===== config.mk =====
export PLATFORM = sky130hd
export DESIGN_NAME = fetch_stage
export DESIGN_NICKNAME = d
export VERILOG_FILES = /design/src/rtl/mips_pkg.sv /design/src/rtl/fetch_stage.sv
export SDC_FILE = /design/constraint.sdc
export NUM_CORES = 1
export LEC_CHECK = 0
export ABC_AREA = 1
export CORE_MARGIN = 5
export CORE_UTILIZATION = 45
export CTS_BUF_LIST = sky130_fd_sc_hd__clkbuf_8 sky130_fd_sc_hd__clkbuf_16
export CTS_CLUSTER_SIZE = 30
export DETAILED_ROUTE_END_ITERATION = 12
export GPL_ROUTABILITY_DRIVEN = 0
export PLACE_DENSITY = 0.72
export REMOVE_ABC_BUFFERS = 1
export SYNTH_ARGS = -nofsm -noshare
export SYNTH_HDL_FRONTEND = slang
export SYNTH_SLANG_ARGS = --single-unit

===== constraint.sdc =====
create_clock -name clk -period 3.6 [get_ports clk]
set_input_delay 0.72 -clock clk [delete_from_list [all_inputs] [get_ports clk]]
set_output_delay 0.72 -clock clk [all_outputs]
set_load 0.1 [all_outputs]

===== src/rtl/mips_pkg.sv =====
// rtl/mips_pkg.sv - shared MIPS pipeline types and constants
package mips_pkg;

  localparam int          INSTR_W          = 32;
  localparam logic [31:0] PC_INC           = 32'd4;
  localparam logic [31:0] RESET_PC_DEFAULT = 32'h0000_0000;

  typedef enum logic [1:0] {
    S_IDLE = 2'd0,
    S_REQ  = 2'd1,
    S_HOLD = 2'd2,
    S_DROP = 2'd3
  } fetch_state_t;

endpackage


===== src/rtl/fetch_stage.sv =====
// rtl/fetch_stage.sv - instruction fetch stage: PC, imem req/ready handshake, IF/ID register
module fetch_stage
  import mips_pkg::*;
#(
  parameter logic [31:0] RESET_PC = RESET_PC_DEFAULT
) (
  input  logic               clk,
  input  logic               rst,
  input  logic               Br_taken,
  input  logic [31:0]        Br_Addr,
  input  logic               Freeze,
  output logic               Imem_Req,
  output logic [31:0]        Imem_Addr,
  input  logic               Imem_Ready,
  input  logic [INSTR_W-1:0] Imem_Data,
  output logic [31:0]        IF_PC,
  output logic [INSTR_W-1:0] IF_Instr,
  output logic               IF_Valid
);

  fetch_state_t       state, state_nxt;
  logic [31:0]        pc;
  logic [31:0]        pc_inc;
  logic [31:0]        drop_addr;
  logic [INSTR_W-1:0] hold_buf;

  assign pc_inc = pc + PC_INC;

  always_ff @(posedge clk or negedge rst) begin
    if (!rst) state <= S_IDLE;
    else      state <= state_nxt;
  end

  always_comb begin
    state_nxt = state;
    case (state)
      S_IDLE: state_nxt = S_REQ;
      S_REQ: begin
        if (Br_taken)                   state_nxt = Imem_Ready ? S_REQ : S_DROP;
        else if (Imem_Ready && Freeze)  state_nxt = S_HOLD;
      end
      S_HOLD: if (Br_taken || !Freeze) state_nxt = S_REQ;
      S_DROP: if (Imem_Ready)          state_nxt = S_REQ;
      default: state_nxt = S_IDLE;
    endcase
  end

  // S_DROP keeps presenting the abandoned address until memory completes it
  always_comb begin
    Imem_Req  = (state == S_REQ) || (state == S_DROP);
    Imem_Addr = (state == S_DROP) ? drop_addr : pc;
  end

  always_ff @(posedge clk or negedge rst) begin
    if (!rst) begin
      pc        <= RESET_PC;
      drop_addr <= 32'h0;
      hold_buf  <= '0;
      IF_PC     <= 32'h0;
      IF_Instr  <= '0;
      IF_Valid  <= 1'b0;
    end else if (Br_taken) begin
      pc       <= Br_Addr;
      IF_Valid <= 1'b0;
      hold_buf <= '0;
      if (state == S_REQ && !Imem_Ready) drop_addr <= pc;
    end else begin
      case (state)
        S_REQ: begin
          if (Imem_Ready) begin
            if (!Freeze) begin
              IF_Instr <= Imem_Data;
              IF_PC    <= pc_inc;
              IF_Valid <= 1'b1;
              pc       <= pc_inc;
            end else begin
              hold_buf <= Imem_Data;
            end
          end else if (!Freeze) begin
            IF_Valid <= 1'b0;
          end
        end
        S_HOLD: begin
          if (!Freeze) begin
            IF_Instr <= hold_buf;
            IF_PC    <= pc_inc;
            IF_Valid <= 1'b1;
            pc       <= pc_inc;
          end
        end
        S_DROP: begin
          if (!Freeze) IF_Valid <= 1'b0;
        end
        default: ;
      endcase
    end
  end

endmodule

== Yosys cells after proc, flatten, opt, wreduce, memory -nomap -nowiden ==
Cells that the tools add are included.
Word-level totals
  input bits: 69
  latch bits: 0
  memories kept: 0
  bits in read-only memories: 0
  logic and storage cells: 65
  bits in writable memories: 0
  output and inout bits: 98
  bits in registers: 163
Cells by class
  reductions and logical operators: 19
  divide/modulo/power cells: 0
  $add $sub $neg: 1
  $mul: 0
  equality and inequality tests: 10
  shifts and indexed selects: 0
  multiplexer cells: 27
  order comparisons: 0
  bitwise logic cells: 1
Operator list (number)
  2-to-1 mux 32 bit: 13
  case mux 32 bit (2 select lines): 3
  adder 32 x 3 -> 32 bit, second input constant: 1
  2-to-1 mux 2 bit: 5
  != test 2 bit, second input constant: 5
  AND reduction 3 bit: 3
  case mux 2 bit (4 select lines): 1
  nonzero test 2 bit: 4
  != test 3 bit, second input constant: 2
  AND reduction 5 bit: 1
  equality test 2 bit, second input constant: 2
  2-to-1 mux 1 bit: 4
  AND reduction 2 bit: 2
  nonzero test 4 bit: 1
  case mux 1 bit (3 select lines): 1
  nonzero test 3 bit: 1
  equality test 2 x 1 -> 1 bit, second input constant: 1
  logical AND 1 bit: 2
  logical NOT 1 bit: 2
  logical NOT 2 bit: 1
  logical OR 1 bit: 2
  NOT 1 bit: 1

== Longest topological paths before layout ==
  word-level depth: 5
  depth in mapped cells: 11

== Worst setup path before layout ==
Ideal clock, no wire load.
  path type: register to output
  start point: reg state[0]
  end point: out Imem_Addr[23]
  required time: 2.880 ns
  cell stages (with the launch flop): 5
  path slack: -0.207 ns
  arrival: 3.087 ns
  cell sequence: dfrtp_1 ha_1 clkbuf_1 clkbuf_1 o21ai_0
Between the ends
  cells in the longest elaborated chain, start to end: 2
RTL lines
  start: declaration: line fetch_stage.sv:21  | fetch_state_t state, state_nxt;
  start signal: assignment: line fetch_stage.sv:31  | else state <= state_nxt;
  equality test 2 bit: line fetch_stage.sv:51  | Imem_Addr = (state == S_DROP) ? drop_addr : pc;
  2-to-1 mux 32 bit: line fetch_stage.sv:51
  end: declaration: line fetch_stage.sv:13  | output logic [31:0] Imem_Addr,
No other way between the ends.

== Worst setup path in the final report ==
  start point: reg state[1]
  end point: out Imem_Addr[25]
The elaborated chain is that of the path after synthesis.

==> flow_metrics.py <==
metrics = {
    "outcome": {
        "status": "complete, no violations",
    },
    "cts": {
        "ctsHoldBuffers": 0,
        "path_clk_slew_ns": 0.06,
        "insertion_delay_ns": 0.43,
        "postCtsSetupBuffers": 0,
        "tritoncts": "built",
        "numClockSinks": 163,
        "cts.htree.levels": 4,
        "cts-resized-gates": 0,
        "cts_buffers": 17,
        "clock_path_buffers": 2,
        "cts-root-buf": "clkbuf_16",
    },
    "final_layout": {
        "fill_cells": 1557,
        "area_growth_pct": 30.40,
        "fin_nets": 1225,
        "final_cells": 1384,
        "final_layout_size_suffix_gt1_frac": 0.07045,
        "final_area_sq_um": 10060,
        "antennaDiodeCount": 0,
    },
    "synth": {
        "yosysWarnings": 0,
        "ys_ff_latch": 163,
        "synth_area_sq_um": 7716,
        "synth_area_leaders": "dfrtp_1 53%, nand2_1 15%, o21ai_0 9.1%",
        "yosysTopAreaCellShare": 0.5286,
        "yosysUniqueCellTypes": 28,
        "syn_inst": 999,
        "ys_seq_area_frac": 0.5286,
        "yosysTopAreaCell": "dfrtp_1",
        "synth.avg_cell_area_sq_um": 7.724,
    },
    "placement": {
        "dp_hpwl_microns": 13960,
        "placedCellCount": 1353,
        "port_buffers": 166,
        "placed_area_sq_um": 9482,
    },
    "grt": {
        "antenna_found_initial": 0,
        "grt_pass1_vias": 6710,
        "grtUsageTotal": 0.2095,
        "grt_start_max_net_pins": 74,
        "grt_pass1_wl_microns": 33770,
        "grt_overflow": 0,
    },
    "setup_path": {
        "critPathMaxFanout": 36,
        "cpMaxStageDelayCell": "ha_2",
        "cp_common_cell": "buf_4",
        "critPathKind": "register to output port",
        "critPathMaxStageDelay_ns": 0.66,
        "worst_setup_path_start_kind": "register",
        "worst_setup_path_end_kind": "output port",
        "required_ns": 2.88,
        "cp.arrival_ns": 2.31,
        "cpLargestDelayFamily": "adder cells",
        "worstPathCellList": "ha_2 > buf_4 > nand2_1 > o21ai_0 > buf_4",
        "cp_num_buf_inv": 2,
        "rrSetupSlack_ns": 1.43,
    },
    "floorplanning": {
        "rows": 47,
        "core_sq_um": 16700,
        "fp.dieH_microns": 140.9,
        "dieWidth_microns": 140.9,
        "start_util": 0.4620,
        "ioPinCount": 167,
        "die-area_sq_um": 19870,
    },
    "detailed_routing": {
        "drc": 0,
        "first_pass_iters": 5,
        "ant_nets": 0,
        "via_per_inst": 4.916,
        "vias": 6804,
        "wire_per_inst_microns": 14.65,
        "finalWirelength_microns": 20270,
        "dr.first_iter.drc_count": 507,
    },
    "timing": {
        "finalHoldViolations": 0,
        "grt_setup_unrepaired": "no",
        "min_period_ns": 3.033,
        "max_slew_margin": 0.2819,
        "drv_slew": 0,
        "setup_viol": 0,
        "fmax_mhz": 329.7,
        "fin_crit_sh": 0.8425,
        "whs_ns": 0.2519,
        "worst_clock_skew_ns": 0.008293,
        "tightest_slew_ns": 1.077,
    },
    "worst_hold_path": {
        "min_path_type": "input pin to asynchronous set/reset pin",
    },
    "run": {
        "cap_violations": 0,
    },
}
stage by stage:
step / setup slack, ns / utilization / TNS [ns]
final: 0.5668 / 0.6025 / 0
after CTS: 0.5204 / 0.6025 / 0
after floorplan: -0.4758 / - / -15.23
after global placement: 0.7913 / 0.5677 / 0
after detailed placement: 0.7647 / 0.5677 / 0
after global routing: 0.3972 / 0.6025 / 0
cell type report:
type / instances / area [sq um] / area share
flip-flops and latches: 163 / 4079 / 0.4054
multi-input cells: 648 / 2904 / 0.2886
repair buffers: 178 / 1683 / 0.1672
inverters: 144 / 540.5 / 0.05372
clock buffers: 20 / 466.7 / 0.04638
well taps: 220 / 275.3 / 0.02736
clock inverters: 11 / 113.9 / 0.01132
Yosys cell counts:
cell,instances
a21oi_1,16
a31oi_1,2
and2_1,1
buf_1,3
buf_2,9
buf_4,3
buf_6,2
clkbuf_1,26
clkbuf_2,1
clkinv_1,2
dfrtp_1,163
ha_1,4
inv_1,141
inv_2,1
nand2_1,315
nand2_2,1
nand3_1,49
nor2_1,67
nor2_4,1
nor3_1,2
nor4_4,1
o211ai_1,3
o21ai_0,141
o21ai_1,5
o21bai_1,1
o22ai_1,34
o31ai_1,1
xor2_1,4
worst register-to-register path, delay by kind of cell (launching register included):
family,cells,cell delay (ns)
AO/OA/AOI/OAI,2,0.94
buffers and inverters,3,0.48
flip-flops,1,0.42
adder cells (fa/ha/maj),1,0.19
path summary, 6_finish.rpt:
kind | startpoint | to | cells past startpoint
worst min register to register | IF_PC[13]$_DFFE_PN0P_ | IF_PC[13]$_DFFE_PN0P_ | 2
max in group asynchronous | rst | IF_Instr[6]$_DFFE_PN0P_ | 2
worst max-delay path | state[1]$_DFFE_PN0P_ | Imem_Addr[25] | 5
min in group clk | IF_PC[13]$_DFFE_PN0P_ | IF_PC[13]$_DFFE_PN0P_ | 2
worst min-delay path | rst | IF_PC[1]$_DFFE_PN0P_ | 1
worst max register to register | state[1]$_DFFE_PN0P_ | hold_buf[6]$_DFFE_PN0P_ | 6
registers in the layout, summed over array words and instances (netlist names):
signal / flops
IF_Valid: 1
state: 2
pc: 32
drop_addr: 32
hold_buf: 32
IF_Instr: 32
IF_PC: 32
layer usage:
metal | share of wire | vias to the layer above | global-route usage
li1 | - | 3447 | -
met1 | 0.46 | 3124 | 0.2828
met2 | 0.46 | 211 | 0.3319
met3 | 0.069 | 22 | 0.05723
met4 | 0.014 | 0 | 0.06425
met5 | 0 | - | 0
layout by cell type (no fill, tap or decap):
cell type        synthesis  final
a31oi_1                  2      2
o22ai_1                 34     34
clkdlybuf4s50_1          0    132
bufinv_16                0      2
clkinv_1                 2      2
inv_1                  141    144
dfrtp_1                163    163
nor3_1                   2      2
buf_4                    3     44
clkinv_2                 0      1
o21bai_1                 1      1
nor2_1                  67     67
buf_6                    2      1
inv_2                    1      1
nand2_1                315    314
o21ai_1                  5      4
a21oi_1                 16     16
nand2_2                  1      2
nor4_4                   1      1
clkinvlp_4               0      5
clkbuf_16                0     17
clkbuf_8                 0      3
nor2_4                   1      1
o21ai_0                141    141
o21ai_2                  0      1
buf_12                   0      1
nand3_1                 49     49
ha_1                     4      2
o31ai_1                  1      1
ha_2                     0      2
o211ai_1                 3      3
xor2_1                   4      4
and2_1                   1      1
cell families (layout without fill, tap and decap cells):
logic type | count (synthesis) | count (layout) | synth area share
buf+inv | 188 | 353 | 0.09648
compound gates | 203 | 203 | 0.1391
fa+ha+maj | 4 | 4 | 0.006486
simple gates | 437 | 437 | 0.2247
xor+xnor | 4 | 4 | 0.004540
flops | 163 | 163 | 0.5286
Power is not shown: default switching activity piles up to over one toggle a cycle in this logic, so the estimate is an artifact.
==> edit 1 (config.mk and constraints unchanged) <==
`INSTR_W`: 32 -> 64.
--- a/src/rtl/mips_pkg.sv
+++ b/src/rtl/mips_pkg.sv
@@ -1,7 +1,7 @@
 // rtl/mips_pkg.sv - shared MIPS pipeline types and constants
 package mips_pkg;
 
-  localparam int          INSTR_W          = 32;
+  localparam int          INSTR_W          = 64;
   localparam logic [31:0] PC_INC           = 32'd4;
   localparam logic [31:0] RESET_PC_DEFAULT = 32'h0000_0000;
 
Ports: changed (resized IF_Instr and Imem_Data); port bits go from 167 to 231. No check against the original RTL was run, so the function may have changed too.
==> edit 1 against the unedited design <==
- routed wire length rose by 38%
- sequential cell count is 64 higher
- final area is 38% higher
- global-route usage decreased by 0.053 points
- non-clock buffer count grew 72
- critical endpoint is now Imem_Addr[30]
- synthesized area is 36% higher
- worst hold slack better by 1.9 ps
- setup slack worse by 110 ps
- register-to-register slack lost 130 ps
- critical path type unchanged
- via count increased by 36%
Power is left out: the tool's default activity adds up to more than one toggle a clock period on the data nets, which glitch-free logic cannot reach.
==> edit 1: results <==
[timing]
skew_ps = 11.36

[final_layout]
stdcell_count = 1866
fin_nets = 1643
final_layout_size_suffix_gt1_frac = 0.06504

[routing]
wl_met2_um = 12460
wl_met1_um = 12810
wl_met3_um = 2279
routed_wl_um = 28040
dr.pass1.iters = 6
viasPerCell = 4.945
routed.top_layer = "met5"

[yosys]
synth_commonest_cells = "nand2_1 (384), inv_1 (237), dfrtp_1 (227)"
ys_top_cells_by_area = "dfrtp_1 (54%), nand2_1 (14%), inv_1 (8.5%)"
syn-instance-count = 1328
yosysUniqueCellTypes = 25
yosysSeqAreaShare = 0.5412

[clock_network]
numCtsBuffers = 24
cts-htree-levels = 1
ctsLongestPathBuffers = 3
clkLatencyLatePin_ps = 510

[place]
place_inst = 1825
dp_slack_ps = 547.6
io_buffers = 230
dpl.hpwl_um = 19080

[setup_path]
cpPeakStageDelay_ps = 720
critPathMaxFanout = 42
cp.arrival_ps = 2420
cp_slowest_cell = "ha_2"

[status]
outcome = "finished clean"

[grt]
grt_use_met3 = 0.04657
grt_pass1_vias = 9104
gr-usage-met2 = 0.3308
antenna_found_initial = 3
grt_pass1_wl_um = 46030
track_usage = 0.2090
grt_max_degree = 131
edit 1: cell types whose count changed in the layout (fill, tap and decap cells not counted), moves of 13 or more:
cell and delta:
a22oi_1 +13, clkdlybuf4s50_1 +63, dfrtp_1 +64, inv_1 +99
nand2_1 +69, nor2_1 -21, o21ai_1 +55, o22ai_1 +33
edit 1: final timing paths:
path	startpoint	endpoint	slack (ps)	cells after the start
hold reg to reg	IF_PC[26]$_DFFE_PN0P_	IF_PC[26]$_DFFE_PN0P_	480	2
min in group clk	IF_PC[26]$_DFFE_PN0P_	IF_PC[26]$_DFFE_PN0P_	480	2
setup reg to reg	state[1]$_DFFE_PN0P_	hold_buf[62]$_DFFE_PN0P_	1300	6
setup / recovery	state[1]$_DFFE_PN0P_	Imem_Addr[30]	460	5
max in group asynchronous	rst	IF_Instr[34]$_DFFE_PN0P_	2520	2
hold / removal	rst	IF_PC[1]$_DFFE_PN0P_	250	1
edit 1: cell type report:
| cell class | instances | area [um2] |
|---|---|---|
| timing repair buffer | 250 | 2447 |
| clock buffer | 30 | 694.4 |
| inverter | 241 | 904.6 |
| clock inverter | 11 | 100.1 |
| multi-input combinational | 794 | 3665 |
| fill | 2010 | 8895 |
| tap | 313 | 391.6 |
| sequential | 227 | 5680 |
edit 1: kinds of logic (layout without fill, tap and decap cells):
kind of cell	count (synthesis)	after routing	synth area share
AOI/OAI and AO/OA	302	302	0.1565
xor gates and xnor gates	4	4	0.003338
adders and majority gates	4	4	0.004769
buffers and inverters	307	532	0.1136
DFF	227	227	0.5412
and+or+nand+nor	484	484	0.1805
edit 1: stage by stage:
stage	instance area, um2	TNS, ps	util
after global routing	13880	0	0.6095
final	13880	0	0.6095
after detailed placement	13090	0	0.5746
after CTS	13880	0	0.6095
after floorplan	10210	-307230	-
after global placement	13090	0	0.5746
==> edit 2 (config.mk and constraints unchanged) <==
Made on the original files. Re-encode `fetch_state_t` (4 states) as one-hot, 4 bits wide.
--- a/src/rtl/mips_pkg.sv
+++ b/src/rtl/mips_pkg.sv
@@ -5,11 +5,11 @@
   localparam logic [31:0] PC_INC           = 32'd4;
   localparam logic [31:0] RESET_PC_DEFAULT = 32'h0000_0000;
 
-  typedef enum logic [1:0] {
-    S_IDLE = 2'd0,
-    S_REQ  = 2'd1,
-    S_HOLD = 2'd2,
-    S_DROP = 2'd3
+  typedef enum logic [3:0] {
+    S_IDLE = 4'b0001,
+    S_REQ  = 4'b0010,
+    S_HOLD = 4'b0100,
+    S_DROP = 4'b1000
   } fetch_state_t;
 
 endpackage
Behaviour: no difference found for any inputs over 4 cycles, from zero or initial values and one cycle with rst low; so few cycles prove little.
==> edit 2 against the unedited design <==
- fmax fell by 1.9%
- sequential cell count rose by 2
- routed wire length rose by 8.9%
- final area rose by 4.6%
- synthesized area rose by 6.5%
- non-clock buffer count rose by 2
- critical endpoint is now Imem_Addr[10]
- highest routed layer is now met5
- register-to-register slack improved by 80 ps
- sequential share of layout area fell by 1.3 points
- setup slack got worse by 59 ps
- worst hold slack improved by 140 ps
Power is not shown: default switching activity piles up to over one toggle a cycle in this logic, so the estimate is an artifact.
==> edit 2: results <==
[grt]
antenna_found_initial = 2
grt_pass1_wl_um = 36760
grt_max_degree = 92
met1_usage = 0.2818
grt_pass1_vias = 7189
track_usage = 0.2096
gr-usage-met2 = 0.3273
busiest_layer = "met2"
grt_use_met3 = 0.07203

[routing]
dr.first_iter.drc_count = 423
routed_wl_um = 22070
wl_met2_um = 10120
num_vias = 7548
wl_met1_um = 9989
routed.top_layer = "met5"
wl_met3_um = 1570
viasPerCell = 5.015
drcViolationCount = 0
dr.pass1.iters = 5

[place]
io_buffers = 166
place_inst = 1474
dpl.hpwl_um = 15430
dp_slack_ps = 877.1

[clock_network]
numCtsBuffers = 17
cts_setup_buffers = 0
root_buffer = "clkbuf_16"
cts-htree-levels = 4
cts_resized = 0
clkLatencyLatePin_ps = 430
ctsLongestPathBuffers = 2
clkTransAtPathRegs_ps = 60

[yosys]
ys_warn_count = 0
postSynth.asyncResetShare = 1.000
synth_flop_cell = "dfrtp_1"
yosysUniqueCellTypes = 29
yosysSeqAreaShare = 0.5026
synth_commonest_cells = "nand2_1 (473), dfrtp_1 (164), o21ai_0 (117)"
syn-instance-count = 1121
ys_top_cells_by_area = "dfrtp_1 (50%), nand2_1 (22%), o21ai_0 (7.1%)"

[timing]
skew_ps = 6.119
finalMaxSlewViolations = 0
tightest_slew_ps = 1014

[final_layout]
fin_nets = 1334
diodes = 0
num-fill-cells = 1667
final_layout_size_suffix_gt1_frac = 0.07524

[status]
outcome = "finished clean"

[setup_path]
cpPeakStageDelay_ps = 380
critPathMaxFanout = 48
cp_slowest_cell = "dfstp_2"
critPathTopFamily = "buffers and inverters"

[min_path]
min_path_type = "in -> async"
==> edit 2: path summary, 6_finish.rpt <==
kind	from	end	slack, ps	cells after the start
min reg2reg	IF_Instr[7]$_DFFE_PN0P_	IF_Instr[7]$_DFFE_PN0P_	480	2
min in group clk	IF_Instr[7]$_DFFE_PN0P_	IF_Instr[7]$_DFFE_PN0P_	480	2
min	rst	pc[6]$_DFFE_PN0P_	390	1
max in group asynchronous	rst	drop_addr[25]$_DFFE_PN0P_	2350	2
max reg2reg	state[3]$_DFFE_PN0P_	hold_buf[12]$_DFFE_PN0P_	1510	6
max	state[0]$_DFFE_PN1P_	Imem_Addr[10]	510	7
==> edit 2: area by class of cell <==
| class | count | area share |
|---|---|---|
| inverters | 85 | 0.03057 |
| repair buffers | 180 | 0.1657 |
| flip-flops and latches | 165 | 0.3926 |
| well taps | 229 | 0.02724 |
| clock inverters | 13 | 0.01070 |
| clock buffers | 18 | 0.04175 |
| multi-input cells | 815 | 0.3315 |
==> edit 2: stage by stage <==
stage               utilization  hold slack (ps)  TNS [ps]  area, um2
floorplan                     -            424.4     -9541       7924
global placement         0.5549            456.4         0       9968
detailed placement       0.5549            463.5         0       9968
CTS                      0.5856            422.1         0      10520
global route             0.5856            444.1         0      10520
finish                   0.5856            388.4         0      10520
==> edit 2: cells by family (layout without fill, tap and decap cells) <==
| group | Yosys count | after routing | synth area share |
|---|---|---|---|
| and+or+nand+nor | 643 | 643 | 0.3101 |
| DFF | 165 | 165 | 0.5026 |
| AOI/OAI and AO/OA | 164 | 164 | 0.1034 |
| buffers and inverters | 141 | 296 | 0.07491 |
| xor gates and xnor gates | 7 | 7 | 0.007461 |
| adders and majority gates | 1 | 1 | 0.001522 |
